--- src/rtl/apb_master.sv ---
// APB3 initiator: each accepted command becomes one SETUP->ACCESS transfer and one response pulse.
// Optional ACCESS watchdog is compiled in when APB_MASTER_TIMEOUT_EN is defined.
//
// Handshakes: a command transfers on a rising edge where cmd_valid and cmd_ready are
// both high, and the requester holds the command stable until then. A response is a
// single-cycle rsp_valid pulse with no backpressure. rsp_rdata/rsp_err/rsp_timeout hold
// until the next response.

module apb_master #(
  parameter int addrWidth     = 32,
  parameter int dataWidth     = 8,
  parameter int timeoutCycles = 16
) (
  input  logic                 clk,
  input  logic                 reset,
  input  logic                 cmd_valid,
  output logic                 cmd_ready,
  input  logic                 cmd_write,
  input  logic [addrWidth-1:0] cmd_addr,
  input  logic [dataWidth-1:0] cmd_wdata,
  output logic                 rsp_valid,
  output logic [dataWidth-1:0] rsp_rdata,
  output logic                 rsp_err,
  output logic                 rsp_timeout,
  output logic [addrWidth-1:0] paddr,
  output logic                 psel,
  output logic                 penable,
  output logic                 pwrite,
  output logic [dataWidth-1:0] pwdata,
  input  logic [dataWidth-1:0] prdata,
  input  logic                 pready,
  input  logic                 pslverr,
  output logic [1:0]           dbg_state
);

  typedef enum logic [1:0] {
    S_IDLE   = 2'd0,
    S_SETUP  = 2'd1,
    S_ACCESS = 2'd2,
    S_DONE   = 2'd3
  } state_e;

  state_e               state_q, state_d;
  logic                 cmd_ready_q, cmd_ready_d;
  logic                 rsp_valid_q, rsp_valid_d;
  logic [dataWidth-1:0] rsp_rdata_q, rsp_rdata_d;
  logic                 rsp_err_q, rsp_err_d;
  logic [addrWidth-1:0] paddr_q, paddr_d;
  logic                 psel_q, psel_d;
  logic                 penable_q, penable_d;
  logic                 pwrite_q, pwrite_d;
  logic [dataWidth-1:0] pwdata_q, pwdata_d;

`ifdef APB_MASTER_TIMEOUT_EN
  localparam int CntW = $clog2(timeoutCycles + 1);
  logic [CntW-1:0] cnt_q, cnt_d, cnt_inc;
  logic            rsp_timeout_q, rsp_timeout_d;

  assign cnt_inc     = cnt_q + CntW'(1);
  assign rsp_timeout = rsp_timeout_q;
`else
  assign rsp_timeout = 1'b0;
`endif

  always_comb begin
    state_d     = state_q;
    cmd_ready_d = 1'b0;
    rsp_valid_d = 1'b0;
    rsp_rdata_d = rsp_rdata_q;
    rsp_err_d   = rsp_err_q;
    paddr_d     = paddr_q;
    psel_d      = 1'b0;
    penable_d   = 1'b0;
    pwrite_d    = pwrite_q;
    pwdata_d    = pwdata_q;
`ifdef APB_MASTER_TIMEOUT_EN
    cnt_d         = cnt_q;
    rsp_timeout_d = rsp_timeout_q;
`endif
    unique case (state_q)
      S_IDLE: begin
        if (cmd_valid && cmd_ready_q) begin
          state_d  = S_SETUP;
          paddr_d  = cmd_addr;
          pwrite_d = cmd_write;
          pwdata_d = cmd_write ? cmd_wdata : '0;
          psel_d   = 1'b1;
`ifdef APB_MASTER_TIMEOUT_EN
          cnt_d = '0;
`endif
        end else begin
          cmd_ready_d = 1'b1;
        end
      end
      S_SETUP: begin
        state_d   = S_ACCESS;
        psel_d    = 1'b1;
        penable_d = 1'b1;
      end
      S_ACCESS: begin
        if (pready) begin
          // pready wins even on the cycle the watchdog would have fired
          state_d     = S_DONE;
          rsp_valid_d = 1'b1;
          rsp_err_d   = pslverr;
          rsp_rdata_d = pwrite_q ? '0 : prdata;
`ifdef APB_MASTER_TIMEOUT_EN
          rsp_timeout_d = 1'b0;
`endif
        end else begin
          psel_d    = 1'b1;
          penable_d = 1'b1;
`ifdef APB_MASTER_TIMEOUT_EN
          cnt_d = cnt_inc;
          if (cnt_inc == CntW'(timeoutCycles)) begin
            state_d       = S_DONE;
            psel_d        = 1'b0;
            penable_d     = 1'b0;
            rsp_valid_d   = 1'b1;
            rsp_err_d     = 1'b1;
            rsp_rdata_d   = '0;
            rsp_timeout_d = 1'b1;
          end
`endif
        end
      end
      S_DONE: begin
        state_d     = S_IDLE;
        cmd_ready_d = 1'b1;
      end
      default: state_d = S_IDLE;
    endcase
  end

  always_ff @(posedge clk or negedge reset) begin
    if (!reset) begin
      state_q     <= S_IDLE;
      cmd_ready_q <= 1'b0;
      rsp_valid_q <= 1'b0;
      rsp_rdata_q <= '0;
      rsp_err_q   <= 1'b0;
      paddr_q     <= '0;
      psel_q      <= 1'b0;
      penable_q   <= 1'b0;
      pwrite_q    <= 1'b0;
      pwdata_q    <= '0;
`ifdef APB_MASTER_TIMEOUT_EN
      cnt_q         <= '0;
      rsp_timeout_q <= 1'b0;
`endif
    end else begin
      state_q     <= state_d;
      cmd_ready_q <= cmd_ready_d;
      rsp_valid_q <= rsp_valid_d;
      rsp_rdata_q <= rsp_rdata_d;
      rsp_err_q   <= rsp_err_d;
      paddr_q     <= paddr_d;
      psel_q      <= psel_d;
      penable_q   <= penable_d;
      pwrite_q    <= pwrite_d;
      pwdata_q    <= pwdata_d;
`ifdef APB_MASTER_TIMEOUT_EN
      cnt_q         <= cnt_d;
      rsp_timeout_q <= rsp_timeout_d;
`endif
    end
  end

  assign cmd_ready = cmd_ready_q;
  assign rsp_valid = rsp_valid_q;
  assign rsp_rdata = rsp_rdata_q;
  assign rsp_err   = rsp_err_q;
  assign paddr     = paddr_q;
  assign psel      = psel_q;
  assign penable   = penable_q;
  assign pwrite    = pwrite_q;
  assign pwdata    = pwdata_q;
  assign dbg_state = state_q;

endmodule

--- config.mk ---
export PLATFORM = sky130hd
export DESIGN_NAME = apb_master
export DESIGN_NICKNAME = d
export VERILOG_FILES = /design/src/rtl/apb_master.sv
export SDC_FILE = /design/constraint.sdc
export NUM_CORES = 1
export LEC_CHECK = 0
export ABC_AREA = 1
export CORE_MARGIN = 2
export CORE_UTILIZATION = 25
export CTS_BUF_LIST = sky130_fd_sc_hd__clkbuf_4 sky130_fd_sc_hd__clkbuf_8
export CTS_CLUSTER_DIAMETER = 100
export DETAILED_ROUTE_END_ITERATION = 16
export GPL_TIMING_DRIVEN = 0
export HOLD_SLACK_MARGIN = 0.06
export PLACE_DENSITY = 0.53
export SYNTH_ARGS = -nofsm -noshare
export SYNTH_HDL_FRONTEND = slang
export SYNTH_SLANG_ARGS = --single-unit
--- constraint.sdc ---
create_clock -name clk -period 3.94 [get_ports clk]
set_clock_uncertainty 0.05 [all_clocks]
set_input_delay 0.788 -clock clk [delete_from_list [all_inputs] [get_ports clk]]
set_output_delay 0.788 -clock clk [all_outputs]
set_load 0.05 [all_outputs]
# After elaboration in Yosys (flattened, before gate mapping)
# Cells that the tools add are included.
[totals] register_bits=56 in_bits=54 out_inout_bits=57 wordCells=33
[op_classes] eq_ne=5 n_mux=13 n_reduce_logical=5
[op_table] operator="$mux W8" n=2
[op_table] operator="$pmux W2 S4" n=1
[op_table] operator="$reduce_and A2 Y1" n=3
[op_table] operator="$mux W1" n=5
[op_table] operator="$eq A2 B2 Y1 const B" n=2
[op_table] operator="$mux W2" n=2
[op_table] operator="$ne A2 B2 Y1 const B" n=2
[op_table] operator="$pmux W1 S2" n=2
[op_table] operator="$pmux W1 S3" n=1
[op_table] operator="$eq A2 B1 Y1 const B" n=1
[op_table] operator="$logic_not A2 Y1" n=1
[op_table] operator="$logic_and A1 B1 Y1" n=1

# Logic depth before layout (Yosys ltp)
[depth] ltp_word=3 ltp_mapped=7 ltp_nobuf=6

# Least setup slack after synthesis
# OpenSTA, ideal clock, no wires.
[synth_path] kind="register -> register" from="reg state_q[0], in the netlist dbg_state[0]" to="reg paddr_q[22], in the netlist paddr[22]" setup_ns=0.066 t_arrival_ns=1.564 required_time_ns=3.824 slack_ns=2.260 stages_incl_launch_ff=7 path_buffers=1 period_less_slack_ns=1.680 path_cell_list="dfrtp_1 > inv_1 > ha_1 > nand3_1 > clkbuf_1 > nand2_1 > nand2_1"
[synth_via] elab_chain_cells=2
[synth_rtl] item="start: declaration" line="43" rtl="state_e state_q, state_d;"
[synth_rtl] item="start signal: assignment" line="152" rtl="state_q <= state_d;"
[synth_rtl] item="$logic_not A2 Y1" line="80" rtl="unique case (state_q)"
[synth_rtl] item="$reduce_and A2 Y1 (no line)"
[synth_rtl] item="end signal: assignment" line="157" rtl="paddr_q <= paddr_d;"
[synth_rtl] item="end: declaration" line="48" rtl="logic [addrWidth-1:0] paddr_q, paddr_d;"
# Every way passes these cells.
# A chain may end at the register's enable or synchronous reset.

# Worst setup path in the final report
[layout_path] from="reg state_q[0], in the netlist dbg_state[0]" to="out dbg_state[0]"
[layout_rtl] item="end: declaration" line="33" rtl="output logic [1:0] dbg_state"
# No word-level cell between the ends.

==> impl_metrics.yaml <==
timing:
  fmax_mhz: 405
  setup_tns_ns: 0
  max_slew.worst_pin.slew_ns: 0.677
  fin_crit_sh: 0.626
  slew_headroom: 0.549
  setup_violations: 0
  slew_violations: 0
  rsz0062_at_grt: "false"
  period_minus_slack_ns: 2.47
  hold_viol_final: 0
setup_path:
  end_kind: "output pin"
  r2r_cells: 6
  required_ns: 3.10
  critPathKind: "flip-flop to output pin"
  rr_endpoint: "paddr[24]"
  cp_slowest_cell: "clkdlybuf4s50_1"
  crit_buf_inv: 1
  cpLargestDelayFamily: "buffers and inverters"
  reg2reg_slack_ns: 2.28
  crit_chain: "clkdlybuf4s50_1"
  r2r-start: "dbg_state[0]"
  worstPathMaxFanout: 6
  critPathMaxStageDelay_ns: 0.85
  start_kind: "flip-flop"
  cp.arrival_ns: 1.63
cts:
  clockBufferDepth: 2
  clock_sinks: 56
  cts-root-buf: "clkbuf_8"
  cts.clk_slew.worst_paths_ns: 0.10
  cts_setup_buffers: 0
  cts_inserted_buffers: 5
  post_cts_resized: 0
  htreeDepth: 2
  cts_hold_buf: 0
  clk-insertion-delay-late_ns: 0.30
  cts_tree: "yes"
min_path:
  min_path_type: "flip-flop to flip-flop"
  whs_path_depth: 2
  hold_end: "paddr[31]"
  min_from: "paddr[31]"
logic_synthesis:
  synth_nets: 309
  synth.avg_cell_area_um2: 9.03
  synth_area_mm2: 0.00226
  synthCells: 250
  seq_area_frac_synth: 0.621
  ys_ff_latch: 56
  ys_types: 17
  synth_warnings: 0
power:
  p_leak_nw: 1.72
  p_per_area_mw_per_mm2: 906
  peakVddDrop_uv: 446
floorplanning:
  core_mm2: 0.00872
  rows: 34
  die_w_um: 99.0
  io_pins: 111
  fp.dieH_um: 99.0
  die-area_mm2: 0.00980
  start_util: 0.259
detailed_routing:
  drcViolationCount: 0
  route.vias.total: 1928
  drtIter0Drc: 70
  dr.pass1.iters: 4
  ant_nets: 0
  wl_per_cell_um: 12.5
  routed_wl_um: 5930
  viasPerCell: 4.08
run:
  max_cap_violations: 0
place:
  hpwl_um: 4380
  gp_congestion: 0.791
  portBuffers: 108
status:
  outcome: "completed"
finish:
  postLayoutCoreUtil: 0.411
  drive_above_1_share: 0.0493
  area_growth_pct: 58.9
  final_cell_mix: "nand2_1 (143), clkdlybuf4s50_1 (107), dfrtp_1 (56)"
  nets: 425
  final_common_cell: "nand2_1"
  diodes: 0
  n_fill_cell: 880
grt:
  grt_pass1_wl_um: 9860
  grt_pass1_vias: 1950
  gr-total-overflow: 0
  antenna_found_initial: 0
  grt_start_max_net_pins: 30
  grtUsageTotal: 0.124
[state kept, by name, summed over array words and instances, names as in the netlist]
register / count
cmd_ready: 1
dbg_state: 2
rsp_valid: 1
paddr: 32
penable: 1
pwdata: 8
rsp_rdata: 8
pwrite: 1
rsp_err: 1
psel: 1
[worst max-delay path by stage]
stage	end	slack, ns	from	cells after the start
2_1_floorplan	paddr[22]	2.26	dbg_state[0]	6
3_3_place_gp	paddr[31]	0.13	reset	1
3_5_place_dp	paddr[27]	1.81	cmd_valid	5
4_1_cts	dbg_state[0]	1.46	dbg_state[0]	1
5_1_grt	dbg_state[0]	1.41	dbg_state[0]	1
6_report	dbg_state[0]	1.47	dbg_state[0]	1
[area by class of cell]
cell class | instances | area [um2] | area share
clock buffers | 5 | 68.8 | 0.0192
clock inverters | 1 | 30.0 | 0.00837
inverters | 9 | 33.8 | 0.00942
plain buffers | 11 | 87.6 | 0.0244
repair buffers | 109 | 1100 | 0.306
well taps | 108 | 135 | 0.0377
flip-flops and latches | 56 | 1400 | 0.391
multi-input cells | 174 | 734 | 0.205
[Yosys cell counts]
cell	n	area share
inv_2	1	0.0017
buf_4	2	0.0066
conb_1	1	0.0017
a21boi_0	1	0.0033
clkbuf_1	3	0.0050
ha_1	5	0.028
o21ai_0	17	0.038
dfrtp_1	56	0.62
a21oi_1	1	0.0022
inv_1	7	0.012
nand2_1	143	0.24
clkinv_1	1	0.0017
nor2_4	1	0.0050
buf_6	5	0.025
nand3_1	3	0.0066
nor2_1	2	0.0033
buf_2	1	0.0022
[layer usage]
layer / global-route usage / wire [um] / vias to the layer above
met5: 0 / 0 / -
met4: 0.0285 / 34 / 0
met3: 0.0291 / 329 / 6
met2: 0.198 / 2780 / 63
met1: 0.173 / 2780 / 870
li1: - / - / 989
[per-stage QoR]
step / setup WS [ns] / instances / instance area (um2) / total power [mW] / hold slack (ns)
after floorplan: 2.26 / 250 / 2260 / 2.22 / 0.442
after global placement: 0.134 / 466 / 3470 / 2.90 / 0.413
after detailed placement: 1.81 / 467 / 3490 / 2.92 / 0.414
after CTS: 1.46 / 473 / 3590 / 3.30 / 0.439
after global routing: 1.41 / 473 / 3590 / 3.46 / 0.471
final: 1.47 / 473 / 3590 / 3.25 / 0.433
[logic make-up after synthesis]
logic type,synth area share
AOI/OAI and AO/OA,0.0432
adders and majority gates,0.0277
buffers and inverters,0.0538
DFF,0.621
other,0.00166
and+or+nand+nor,0.253
[power by group]
group,switching [mW],total [mW],internal [mW],leakage [nW]
Combinational,1.29,1.92,0.631,0.957
Clock,0.177,0.360,0.183,0.0501
Sequential,0.140,0.969,0.828,0.712
Note: power is estimated with default switching activity, not from simulation.
